<file path="src/rtl/dibit_tx_pkg.sv">
// Shared definitions for the dibit serial transmitter: state encoding,
// frame symbols, default payload width and frame counter width.
package dibit_tx_pkg;

  localparam int DEF_WIDTH = 8;
  localparam int FCNT_W    = 4;

  localparam logic [1:0] ST_IDLE  = 2'd0;
  localparam logic [1:0] ST_START = 2'd1;
  localparam logic [1:0] ST_DATA  = 2'd2;
  localparam logic [1:0] ST_PAR   = 2'd3;

  localparam logic [1:0] START_SYM = 2'b11;
  localparam logic [1:0] IDLE_SYM  = 2'b00;

  // Parity dibit: high line carries the parity, low line its inverse.
  function automatic logic [1:0] parity_dibit(input logic p);
    return {p, ~p};
  endfunction

endpackage

</file>
<file path="src/rtl/dibit_shreg.sv">
// Payload shift register for the dibit transmitter. Loads a word, shifts it
// out two bits at a time MSB first, and counts the dibits shifted out.
module dibit_shreg
  import dibit_tx_pkg::*;
#(
  parameter int WIDTH = DEF_WIDTH
) (
  input  logic             clk,
  input  logic             rst_n,
  input  logic             load,
  input  logic             shift,
  input  logic [WIDTH-1:0] load_data,
  output logic [1:0]       top,
  output logic             last
);

  localparam int CW = $clog2(WIDTH / 2 + 1);
  // Once every data dibit has been shifted out, the dibit currently on the
  // line (index cnt-1) is the final one, i.e. index WIDTH/2-1.
  localparam logic [CW-1:0] ALL_OUT = CW'(WIDTH / 2);

  logic [WIDTH-1:0] sr;
  logic [CW-1:0]    cnt;

  // Load a fresh word or shift the next dibit towards the top.
  always_ff @(posedge clk or negedge rst_n) begin
    if (!rst_n) begin
      sr  <= '0;
      cnt <= '0;
    end else if (load) begin
      sr  <= load_data;
      cnt <= '0;
    end else if (shift) begin
      sr  <= sr << 2;
      cnt <= cnt + 1'b1;
    end
  end

  assign top  = sr[WIDTH-1 -: 2];
  assign last = (cnt == ALL_OUT);

endmodule

</file>
<file path="src/rtl/dibit_tx.sv">
// Dibit serial transmitter: frames a payload word as START, WIDTH/2 data
// dibits (MSB pair first) and a parity dibit on the D1/D2 line pair.
module dibit_tx
  import dibit_tx_pkg::*;
#(
  parameter int WIDTH = DEF_WIDTH
) (
  input  logic              CLK1,
  input  logic              RST,
  input  logic [WIDTH-1:0]  in_data,
  input  logic              in_valid,
  output logic              in_ready,
  output logic              D1,
  output logic              D2,
  output logic              busy,
  output logic [FCNT_W-1:0] frame_cnt
);

  logic [1:0] state;
  logic       par_bit;
  logic       load;
  logic       shift;
  logic [1:0] top_dibit;
  logic       last;

  // in_ready is high exactly in IDLE, so this is the accept handshake.
  assign load  = in_ready & in_valid;
  // The first shift happens while START is on the line, so the top of the
  // register always holds the next data dibit to send.
  assign shift = (state == ST_START) | ((state == ST_DATA) & ~last);

  dibit_shreg #(
    .WIDTH (WIDTH)
  ) u_shreg (
    .clk       (CLK1),
    .rst_n     (RST),
    .load      (load),
    .shift     (shift),
    .load_data (in_data),
    .top       (top_dibit),
    .last      (last)
  );

  // Frame sequencer: drives registered line outputs, status and frame count.
  always_ff @(posedge CLK1 or negedge RST) begin
    if (!RST) begin
      state     <= ST_IDLE;
      D1        <= 1'b0;
      D2        <= 1'b0;
      busy      <= 1'b0;
      in_ready  <= 1'b1;
      par_bit   <= 1'b0;
      frame_cnt <= '0;
    end else begin
      case (state)
        ST_IDLE: begin
          if (load) begin
            state    <= ST_START;
            {D1, D2} <= START_SYM;
            busy     <= 1'b1;
            in_ready <= 1'b0;
            // Same value the shift register captures on this edge.
            par_bit  <= ^in_data;
          end
        end
        ST_START: begin
          state    <= ST_DATA;
          {D1, D2} <= top_dibit;
        end
        ST_DATA: begin
          if (last) begin
            state    <= ST_PAR;
            {D1, D2} <= parity_dibit(par_bit);
          end else begin
            {D1, D2} <= top_dibit;
          end
        end
        default: begin
          state     <= ST_IDLE;
          {D1, D2}  <= IDLE_SYM;
          busy      <= 1'b0;
          in_ready  <= 1'b1;
          frame_cnt <= frame_cnt + FCNT_W'(1);
        end
      endcase
    end
  end

endmodule

</file>
<file path="config.mk">
export PLATFORM = sky130hd
export DESIGN_NAME = dibit_tx
export DESIGN_NICKNAME = d
export VERILOG_FILES = /design/src/rtl/dibit_tx_pkg.sv /design/src/rtl/dibit_shreg.sv /design/src/rtl/dibit_tx.sv
export SDC_FILE = /design/constraint.sdc
export NUM_CORES = 1
export LEC_CHECK = 0
export ABC_AREA = 1
export BUFFER_PORTS_ARGS = -buffer_cell sky130_fd_sc_hd__buf_4
export CORE_MARGIN = 2
export CORE_UTILIZATION = 60
export CTS_CLUSTER_DIAMETER = 150
export DETAILED_ROUTE_END_ITERATION = 8
export PLACE_DENSITY = 0.87
export SLEW_MARGIN = 5
export SYNTH_ARGS = -nofsm -noshare
export SYNTH_HDL_FRONTEND = slang
export SYNTH_SLANG_ARGS = --single-unit
</file>
<file path="constraint.sdc">
create_clock -name CLK1 -period 3.35 [get_ports CLK1]
set_input_delay 0.1675 -clock CLK1 [delete_from_list [all_inputs] [get_ports CLK1]]
set_output_delay 0.1675 -clock CLK1 [all_outputs]
set_load 0.01 [all_outputs]
</file>
==> Word-level counts from Yosys, hierarchy flattened <==
Index checks and enable logic that the tools add are counted.
{ "word_totals": {"ff_bits": 22, "inputBits": 11, "elab_cells": 45} }
{ "op_classes": {"n_addsub": 2, "eq_ne": 5, "n_mux": 15, "bitwise": 6, "n_reduce_logical": 8} }
{ "ops": {"columns": ["operator", "count"], "rows": [
  ["two-way mux 8 bit", 2],
  ["XOR reduction 8 bit", 1],
  ["two-way mux 3 bit", 2],
  ["case mux 1 bit (3 select lines)", 2],
  ["case mux 2 bit (3 select lines)", 1],
  ["AND reduction 2 bit", 3],
  ["adder 4 x 1 -> 4 bit (second input constant)", 1],
  ["two-way mux 1 bit", 4],
  ["two-way mux 2 bit", 2],
  ["!= test 2 bit (second input constant)", 2],
  ["case mux 1 bit (2 select lines)", 2],
  ["adder 3 x 1 -> 3 bit (second input constant)", 1],
  ["== test 3 bit (second input constant)", 1],
  ["NOT 1 bit", 3],
  ["OR reduction 3 bit", 1],
  ["AND 1 bit", 2],
  ["== test 2 x 1 -> 1 bit (second input constant)", 1],
  ["== test 2 bit (second input constant)", 1],
  ["zero test 2 bit", 1],
  ["nonzero test 2 bit", 1],
  ["OR reduction 2 bit", 1],
  ["OR 1 bit", 1]
]} }

==> Logic depth before layout (Yosys ltp) <==
{ "depth": {"word_depth": 6, "depth_mapped": 9} }

==> By module <==
A second synthesis with hierarchy kept.
{ "unflattened": {"hier_cells": 173, "area_unflattened_um2": 1277.5} }
{ "by_module_without_submodules": {"columns": ["module", "n_inst", "cells_per_inst", "area_per_inst_um2", "seq_area_each_um2"], "rows": [
  ["dibit_tx", 1, 110, 743.2, 276.5],
  ["dibit_shreg", 1, 63, 534.3, 275.3]
]} }

==> Worst setup path after synthesis <==
OpenSTA, ideal clock, no wires.
{ "synth_timing": {"path_kind": "register -> register", "start": "reg u_shreg.cnt[0]", "end": "reg u_shreg.sr[6]", "setup_ps": 122, "arrival_time_ps": 1162, "required_ps": 3228, "setup_slack_ps": 2066, "stages_incl_launch_ff": 9, "path_buffers": 1, "period_less_slack_ps": 1284, "path_cell_list": "dfrtp_1 inv_1 ha_1 nand2_2 nand2_4 nand3_4 buf_12 o211ai_2 o21ai_2"} }
{ "synth_via": {"elab_chain_cells": 5} }
{ "synth_lines": {"columns": ["item", "line", "rtl"], "rows": [
  ["from (decl)", "dibit_shreg.sv:23", "logic [CW-1:0] cnt;"],
  ["from (signal assigned)", "dibit_shreg.sv:35", "cnt <= cnt + 1'b1;"],
  ["== test 3 bit", "dibit_shreg.sv:40", "assign last = (cnt == ALL_OUT);"],
  ["NOT 1 bit", "dibit_tx.sv:30", "assign shift = (state == ST_START) | ((state == ST_DATA) & ~last);"],
  ["AND 1 bit", "dibit_tx.sv:30", null],
  ["OR 1 bit", "dibit_tx.sv:30", null],
  ["nonzero test 2 bit (no source line)", null, null],
  ["to (signal assigned)", "dibit_shreg.sv:31", "sr <= load_data;"],
  ["to (signal assigned)", "dibit_shreg.sv:34", "sr <= sr << 2;"],
  ["to (decl)", "dibit_shreg.sv:22", "logic [WIDTH-1:0] sr;"]
]} }
Every way passes these cells.
A chain may end at the register's enable or synchronous reset.

==> Worst setup path after layout <==
{ "layout_timing": {"start": "reg state[0]", "end": "reg u_shreg.sr[4]"} }
{ "layout_via": {"elab_chain_cells": 4} }
{ "layout_lines": {"columns": ["item", "line", "rtl"], "rows": [
  ["from (decl)", "dibit_tx.sv:19", "logic [1:0] state;"],
  ["from (signal assigned)", "dibit_tx.sv:47", "state <= ST_IDLE;"],
  ["from (signal assigned)", "dibit_tx.sv:58", "state <= ST_START;"],
  ["from (signal assigned)", "dibit_tx.sv:67", "state <= ST_DATA;"],
  ["== test 2 bit", "dibit_tx.sv:30", null],
  ["AND 1 bit", "dibit_tx.sv:30", null],
  ["OR 1 bit (*)", "dibit_tx.sv:30", null],
  ["nonzero test 2 bit (no source line) (*)", null, null]
]} }
Mark *: on every way between the ends. The rest lies on a longest branch, timed or not.

==> results.md <==
* Cell variety after synth at 26
* First-pass GRT wire length at 4330 µm
* FFs w/ async S/R, synth at 100%
* Xor/xnor share of the synthesized area at 4.00%
* Most frequent cells after synthesis: 42 x nand2_1, 21 x dfrtp_1, 21 x inv_1
* Leak at 0.762 nW
* Worst VDD drop at 620 µV
* Max-Slew Margin vs Limit at 81.7%
* Seq/Total Area, Yosys at 42.0%
* Largest area contributor in the netlist: dfrtp_1
* Worst Tran Pin Value at 275 ps
* DR vias/cell at 5.13
* Crit start category: flop
* Initial drt markers at 7
* Initial antenna violation count at 0
* Max Buffers Root-to-Sink at 2
* Post-detail-place hpwl at 1820 µm
* Arrival time at the worst endpoint at 1660 ps
* IO Port Bufs at 18
* Mux contribution to synthesized area at 0.857%
* Grt total ovfl at 0
* Synth Register Bits at 22
* Post-synthesis simple-gate area fraction at 24.6%
* Final wirelength at 2400 µm
* Critical path type: flop to flop
* Share of layout cells above drive strength 1 at 24.1%
* Worst Hold Slack at 143 ps
* Synthesized area per cell at 8.59 µm²
* Starting Density at 65.0%
* Overall Power at 0.00132 W
* Area delta synth->final at 14.0%
* Run status: complete, no violations
* Tmin final at 1470 ps
* RD Place Congestion at 0.783
* CTS resizes at 0
* Final setup vio count at 0
* Clock transition at path regs at 130 ps
* FMAX at 0.682 GHz
* Crit. End Element: flop
* RSZ-0062 raised after global routing: no
* Clk Latency, worst-skew pair at 310 ps
* Pwr/cell area at 882 nW/µm²
* Min-Delay Path Class: primary input to flop
* Drt first pass iters at 3
* CTS Sinks at 22
* Synth Cell Area at 1310 µm²
* WL/cell at 12.0 µm
* Die Area at 2580 µm²
* Largest net degree at the start of global routing at 23
* Nets at 193
* Synth Area in Adders at 6.67%
* Syn Nets at 171
* Total track usage at 22.3%
* Final ANT Viol Nets at 0
* Post-synth EDFFs at 0
* Vias at 1031
* Maximum capacitance violations at 0
* Compound-Gate Fraction of Synth Area at 13.2%
* Die Span Y at 50.8 µm
* Max-slew violation total from the final report at 0
* I/O pin count at 19
* Core footprint at 2020 µm²
* Synth Flop Type: dfrtp_1
* Ant. Diodes at 0
* Clk root buf: clkbuf_4
* Critical Path Fanout Max at 14
* Share of the synthesized area in the top cell type at 40.0%
* Count of final hold-check violations at 0
* Post-Syn Instances at 153
* CTS tree: built
* Area contributors post-synth: dfrtp_1 40%, nand2_1 12%, ha_1 6.7%
* # rows at 16
* Tcrit/Tclk final at 43.8%
* Die W at 50.8 µm
* CTS Buf Count at 3
* Setup TNS Final at 0 ps
* Largest family of logic cells by synthesized area: simple AND/OR/NAND/NOR gates
* DRC violations left at 0
* Worst clock skew at 2.66 ps
* WP data required at 3540 ps
* Ys Warns at 0
* Vias in the first global route at 1033
* CTS H-tree lvls at 1
* Most numerous cell in the Yosys netlist: nand2_1
[sequential cells by signal (all words and copies together) (netlist names)]
register     count
in_ready         1
busy             1
u_shreg.sr       8
u_shreg.cnt      3
state            2
D1               1
D2               1
frame_cnt        4
par_bit          1
[logic make-up (layout without fill, tap and decap cells)]
family / Yosys count / in the layout
AND/OR/NAND/NOR: 70 / 70
XOR/XNOR: 6 / 6
adder cells (fa/ha/maj): 7 / 7
multiplexers: 1 / 1
flip-flops: 22 / 22
AO/OA/AOI/OAI: 23 / 23
buffers and inverters: 24 / 45
[through the flow]
stage	setup WS (ps)	cells	util [%]	instance area [µm²]
floorplan	2070	153	-	1310
global placement	1980	196	71.8	1450
detailed placement	1910	196	71.8	1450
CTS	1880	201	74.1	1500
global route	1740	201	74.1	1500
finish	1880	201	74.1	1500
[metal layers]
| metal | global-route usage, % | vias to the layer above | part of all wire (%) |
|---|---|---|---|
| li1 | - | 531 | - |
| met2 | 40.4 | 15 | 52 |
| met1 | 26.9 | 480 | 45 |
| met3 | 3.57 | 5 | 1.8 |
| met4 | 6.76 | 0 | 1.3 |
| met5 | 0 | - | 0 |
[critical path, cell delays in order (launching register included)]
cell     delay (ps)
dfrtp_1         400
inv_1            90
ha_1            270
nand2_4         130
nand3_4         200
nor2_1          200
a31oi_2          50
[timing repair]
action,in CTS,in global routing
hold buffers,1,0
endpoints found under the hold margin,22,0
buffers inserted,0,0
[cell type report]
type | instances | area, µm²
Tap cell | 27 | 33.8
Sequential cell | 22 | 552
Fill cell | 151 | 524
Clock buffer | 4 | 36.3
Timing Repair Buffer | 19 | 145
Multi-Input combinational cell | 107 | 648
Inverter | 22 | 82.6
[report_power, final]
| group | total (W) | internal [W] | switching (W) |
|---|---|---|---|
| clock | 0.000148 | 0.0000663 | 0.0000820 |
| sequential | 0.000488 | 0.000397 | 0.0000904 |
| combinational | 0.000685 | 0.000285 | 0.000401 |
| total | 0.00132 | 0.000748 | 0.000573 |
[final timing paths]
kind                            cells past startpoint        from  slack [ps]             to
worst min register to register                      2          D1         500             D1
max in group asynchronous                           2         RST        2810       in_ready
worst max register to register                      6    state[0]        1880  u_shreg.sr[4]
worst min-delay path                                3  in_data[0]         140  u_shreg.sr[0]
worst max-delay path                                6    state[0]        1880  u_shreg.sr[4]
min in group asynchronous                           2         RST         260             D1
[placed cells by master (no fill, tap or decap), drive strengths merged]
cell / n
xor2: 3
o211ai: 2
buf: 18
clkbuf: 4
dfstp: 1
inv: 22
o21ai: 14
nand2: 47
a31oi: 5
xnor2: 3
nand3: 6
dlygate4sd3: 1
ha: 7
dfrtp: 21
nor2: 14
mux2: 1
a21oi: 2
nand4: 3
(Power assumes the default switching activity.)
